## src/rtl/tour_cmd.sv

```systemverilog
// rtl/tour_cmd.sv - replays a solved knight's tour as vertical/horizontal move commands, else passes UART commands through
module tour_cmd (
  input  logic        clk,
  input  logic        rst,
  input  logic        start_tour,
  input  logic [7:0]  move,
  output logic [4:0]  mv_indx,
  input  logic [15:0] cmd_UART,
  input  logic        cmd_rdy_UART,
  output logic        clr_cmd_rdy_UART,
  output logic [15:0] cmd,
  output logic        cmd_rdy,
  input  logic        clr_cmd_rdy,
  input  logic        send_resp,
  output logic [7:0]  resp
);

  localparam logic [3:0] OP_VERT   = 4'h2;
  localparam logic [3:0] OP_HORZ   = 4'h3;
  localparam logic [7:0] HD_NORTH  = 8'h00;
  localparam logic [7:0] HD_WEST   = 8'h3F;
  localparam logic [7:0] HD_SOUTH  = 8'h7F;
  localparam logic [7:0] HD_EAST   = 8'hBF;
  localparam logic [7:0] RESP_DONE = 8'hA5;
  localparam logic [7:0] RESP_ACK  = 8'h5A;
  localparam logic [4:0] LAST_MOVE = 5'd23;

  typedef enum logic [2:0] {
    IDLE   = 3'd0,
    FETCH  = 3'd1,
    VERT   = 3'd2,
    WAIT_V = 3'd3,
    HORZ   = 3'd4,
    WAIT_H = 3'd5
  } state_t;

  state_t     state_q, state_d;
  logic [4:0] mv_indx_q, mv_indx_d;

  logic [7:0] vert_head, horz_head;
  logic [3:0] vert_sq, horz_sq;
  logic [15:0] vert_cmd, horz_cmd;
  logic        last_move;

  // Decode the one-hot knight move into two straight legs; anything not one-hot becomes a null move
  always_comb begin
    vert_head = HD_NORTH;
    vert_sq   = 4'h0;
    horz_head = HD_NORTH;
    horz_sq   = 4'h0;
    case (move)
      8'h01: begin vert_head = HD_NORTH; vert_sq = 4'd2; horz_head = HD_WEST; horz_sq = 4'd1; end
      8'h02: begin vert_head = HD_NORTH; vert_sq = 4'd2; horz_head = HD_EAST; horz_sq = 4'd1; end
      8'h04: begin vert_head = HD_NORTH; vert_sq = 4'd1; horz_head = HD_WEST; horz_sq = 4'd2; end
      8'h08: begin vert_head = HD_SOUTH; vert_sq = 4'd1; horz_head = HD_WEST; horz_sq = 4'd2; end
      8'h10: begin vert_head = HD_SOUTH; vert_sq = 4'd2; horz_head = HD_WEST; horz_sq = 4'd1; end
      8'h20: begin vert_head = HD_SOUTH; vert_sq = 4'd2; horz_head = HD_EAST; horz_sq = 4'd1; end
      8'h40: begin vert_head = HD_SOUTH; vert_sq = 4'd1; horz_head = HD_EAST; horz_sq = 4'd2; end
      8'h80: begin vert_head = HD_NORTH; vert_sq = 4'd1; horz_head = HD_EAST; horz_sq = 4'd2; end
      default: begin
        vert_head = HD_NORTH;
        vert_sq   = 4'h0;
        horz_head = HD_NORTH;
        horz_sq   = 4'h0;
      end
    endcase
  end

  assign vert_cmd  = {OP_VERT, vert_head, vert_sq};
  assign horz_cmd  = {OP_HORZ, horz_head, horz_sq};
  assign last_move = (mv_indx_q == LAST_MOVE);
  assign mv_indx   = mv_indx_q;

  // Next-state and output decode; IDLE hands the command path to the UART, other states own it
  always_comb begin
    state_d          = state_q;
    mv_indx_d        = mv_indx_q;
    cmd              = vert_cmd;
    cmd_rdy          = 1'b0;
    clr_cmd_rdy_UART = 1'b0;
    resp             = RESP_ACK;
    case (state_q)
      IDLE: begin
        cmd              = cmd_UART;
        cmd_rdy          = cmd_rdy_UART;
        clr_cmd_rdy_UART = clr_cmd_rdy;
        resp             = RESP_DONE;
        if (start_tour) begin
          mv_indx_d = 5'd0;
          state_d   = FETCH;
        end
      end
      FETCH: begin
        // one dead cycle while the solver's registered read presents the new move
        state_d = VERT;
      end
      VERT: begin
        cmd_rdy = 1'b1;
        if (clr_cmd_rdy) state_d = WAIT_V;
      end
      WAIT_V: begin
        if (send_resp) state_d = HORZ;
      end
      HORZ: begin
        cmd     = horz_cmd;
        cmd_rdy = 1'b1;
        if (clr_cmd_rdy) state_d = WAIT_H;
      end
      WAIT_H: begin
        cmd = horz_cmd;
        if (last_move) resp = RESP_DONE;
        if (send_resp) begin
          if (last_move) begin
            state_d = IDLE;
          end else begin
            mv_indx_d = mv_indx_q + 5'd1;
            state_d   = FETCH;
          end
        end
      end
      default: begin
        state_d = IDLE;
      end
    endcase
  end

  // State and move-index registers with synchronous reset
  always_ff @(posedge clk) begin
    if (rst) begin
      state_q   <= IDLE;
      mv_indx_q <= 5'd0;
    end else begin
      state_q   <= state_d;
      mv_indx_q <= mv_indx_d;
    end
  end

endmodule

```

## config.mk

```make
export PLATFORM = sky130hd
export DESIGN_NAME = tour_cmd
export DESIGN_NICKNAME = d
export VERILOG_FILES = /design/src/rtl/tour_cmd.sv
export SDC_FILE = /design/constraint.sdc
export NUM_CORES = 1
export LEC_CHECK = 0
export ABC_AREA = 1
export BUFFER_PORTS_ARGS = -buffer_cell sky130_fd_sc_hd__buf_2
export CORE_MARGIN = 3
export CORE_UTILIZATION = 46
export DETAILED_ROUTE_END_ITERATION = 10
export PLACE_DENSITY = 0.92
export SYNTH_ARGS = -nofsm -noshare
export SYNTH_HDL_FRONTEND = slang
export SYNTH_SLANG_ARGS = --single-unit
```

## constraint.sdc

```tcl
create_clock -name clk -period 4.8 [get_ports clk]
set_input_delay 0.96 -clock clk [delete_from_list [all_inputs] [get_ports clk]]
set_output_delay 0.96 -clock clk [all_outputs]
set_load 0.02 [all_outputs]
```

==> results.json <==
{
  "wirelength_mm": 2.586,
  "die_width_um": 52.56,
  "stdcell_count": 265,
  "place.gp.congestion": 0.8226,
  "dp.final_hpwl_mm": 2.117,
  "ys_seq_area_share_pct": 16.06,
  "regToRegStartpoint": "state_q[0]",
  "die_area_mm2": 0.002763,
  "postSynthCellCount": 183,
  "relSlewSlack_pct": 74.49,
  "cts-htree-levels": 1,
  "synthFlopType": "dfxtp_1",
  "final_max_slew_viol_count": 0,
  "worstPathMaxFanout": 6,
  "cts_resized": 0,
  "clk_pin_slew_worst_paths_ps": 60,
  "multi_input_area_um2": 674.4,
  "hold_path_class": "reg2reg",
  "first_iter_violations": 29,
  "status": "complete, no violations",
  "timing.fmax_ghz": 0.3276,
  "port_buffers": 60,
  "timing.rr.end": "mv_indx[1]",
  "dr_total_vias": 1245,
  "first_pass_iters": 4,
  "syn-cell-area_um2": 997.2,
  "antenna_found_initial": 0,
  "die_h_um": 52.56,
  "placementRows": 16,
  "area_growth_pct": 29.61,
  "core_mm2": 0.002002,
  "worst_pin_slew_ps": 378.7,
  "cts_setup_buffers": 0,
  "p_leak_nw": 0.8069,
  "clockBufferDepth": 2,
  "ios": 61,
  "worstSetupPathType": "in2out",
  "cap_violations": 0,
  "final_antenna_net_count": 0,
  "ys_warn_count": 0,
  "crit_arrival_ps": 2090,
  "post-route-drc-count": 0,
  "final_cell_area_mm2": 0.001292,
  "ff2ff_setup_slack_ps": 3290,
  "nets": 271,
  "start_util_pct": 49.81,
  "hold_viol_final": 0,
  "mostFrequentLayoutCell": "buf_2",
  "layout_min_cycle_time_ps": 3053,
  "clock-root-buffer": "clkbuf_4",
  "hold_depth": 2,
  "numCtsBuffers": 3,
  "setup_viol": 0,
  "num_antenna_cells": 0,
  "cts_hold_buffers": 0,
  "ff_latch_area_um2": 160.2,
  "drive_above_1_share_pct": 32.35,
  "grt_max_degree": 14,
  "vias_per_cell": 4.698,
  "placed_cells": 262,
  "ir_worst_vdd_mv": 0.4524,
  "first_global_vias": 1015,
  "syn-num-nets": 214,
  "cp-end-kind": "primary output",
  "synth.avg_cell_area_um2": 5.449,
  "wl_per_cell_um": 9.758,
  "cts_tree": "done",
  "worstRegToRegCells": 7,
  "overflow": 0,
  "fin_crit_sh_pct": 63.60,
  "final.setup.tns_ps": 0,
  "whs_endpoint": "mv_indx[3]",
  "synth_enable_flop_cells": 0,
  "clock_latency_ps": 250,
  "synthArstFlopShare_pct": 0,
  "final_cell_mix": "buf_2 (60), nand2_1 (58), nor2_1 (28)",
  "grt_pass1_wl_mm": 4.098,
  "required_ps": 3840,
  "worstHoldStart": "mv_indx[3]",
  "gr-usage-all-layers_pct": 19.42,
  "placed_area_mm2": 0.001270,
  "ys_types": 24,
  "crit_path_start_kind": "primary input",
  "cts.sinks": 8,
  "fillers": 215,
  "power_per_cell_area_mw_per_mm2": 680.9,
  "fin_worst_skew_ps": 7.723,
  "rsz0062_at_grt": "no",
  "synth_seq_cells": 8
}
critical path: stages:
cell and delay (ps):
buf_2 110, inv_1 60, nand2_1 70, nor2_1 200, nand2_1 100, nand2_1 80
nor2_1 50, nand2_1 50, nand2_1 130, nand3_1 110, buf_2 170
kinds of logic after synthesis:
group,Yosys count,synth area share (%)
buffers and inverters,35,16.31
DFF,8,16.06
and+or+nand+nor,128,60.35
adders and majority gates,1,1.255
AOI/OAI and AO/OA,11,6.022
Yosys cell counts, types with 3 or more instances:
master	instances	share of area [%]
a21oi_1	6	3.0
buf_4	6	4.5
dfxtp_1	8	16
inv_1	25	9.4
nand2_1	58	22
nand3_1	21	11
nand4_1	4	2.5
nor2_1	28	11
nor3_1	3	1.5
o21ai_0	3	1.5
flip-flops by register name (all words and copies together) (netlist names):
signal	cells
mv_indx	5
state_q	3
worst max-delay path by stage:
stage	from	endpoint	slack, ps	cells past startpoint
CTS	move[4]	cmd[6]	1770	11
floorplan	state_q[1]	resp[2]	1850	6
global route	move[0]	cmd[4]	1620	9
global placement	move[0]	cmd[6]	1780	9
finish	move[4]	cmd[6]	1750	11
detailed placement	move[4]	cmd[6]	1770	11
metal layers:
| metal | vias up | GRT usage [%] | wire (um) |
|---|---|---|---|
| li1 | 681 | - | - |
| met1 | 518 | 24.74 | 1169 |
| met2 | 42 | 32.02 | 1143 |
| met3 | 4 | 2.279 | 236 |
| met4 | 0 | 9.362 | 37 |
| met5 | - | 0 | 0 |
power breakdown:
group          switching (W)  leakage (nW)  internal (W)
sequential         0.0000342        0.0655     0.0000864
clock              0.0000224        0.0138     0.0000286
combinational       0.000486         0.728      0.000223
total               0.000542         0.807      0.000338
cell type report:
type	instances	area share (%)
Inverter	27	7.841
Clock buffer	3	1.742
Multi-Input combinational cell	140	52.18
Sequential cell	8	12.39
Timing Repair Buffer	60	23.23
Tap cell	27	2.614
metrics by stage:
stage / setup WS (ps) / hold WS (ps) / utilization [%] / total power (W)
floorplan: 1850 / 563.9 / - / 0.0007061
global placement: 1783 / 492.8 / 63.44 / 0.0008245
detailed placement: 1765 / 500.7 / 63.44 / 0.0008341
CTS: 1768 / 511.9 / 64.56 / 0.0008876
global route: 1621 / 543.4 / 64.56 / 0.0009649
finish: 1747 / 510.9 / 64.56 / 0.0008800
(Power assumes the default switching activity.)
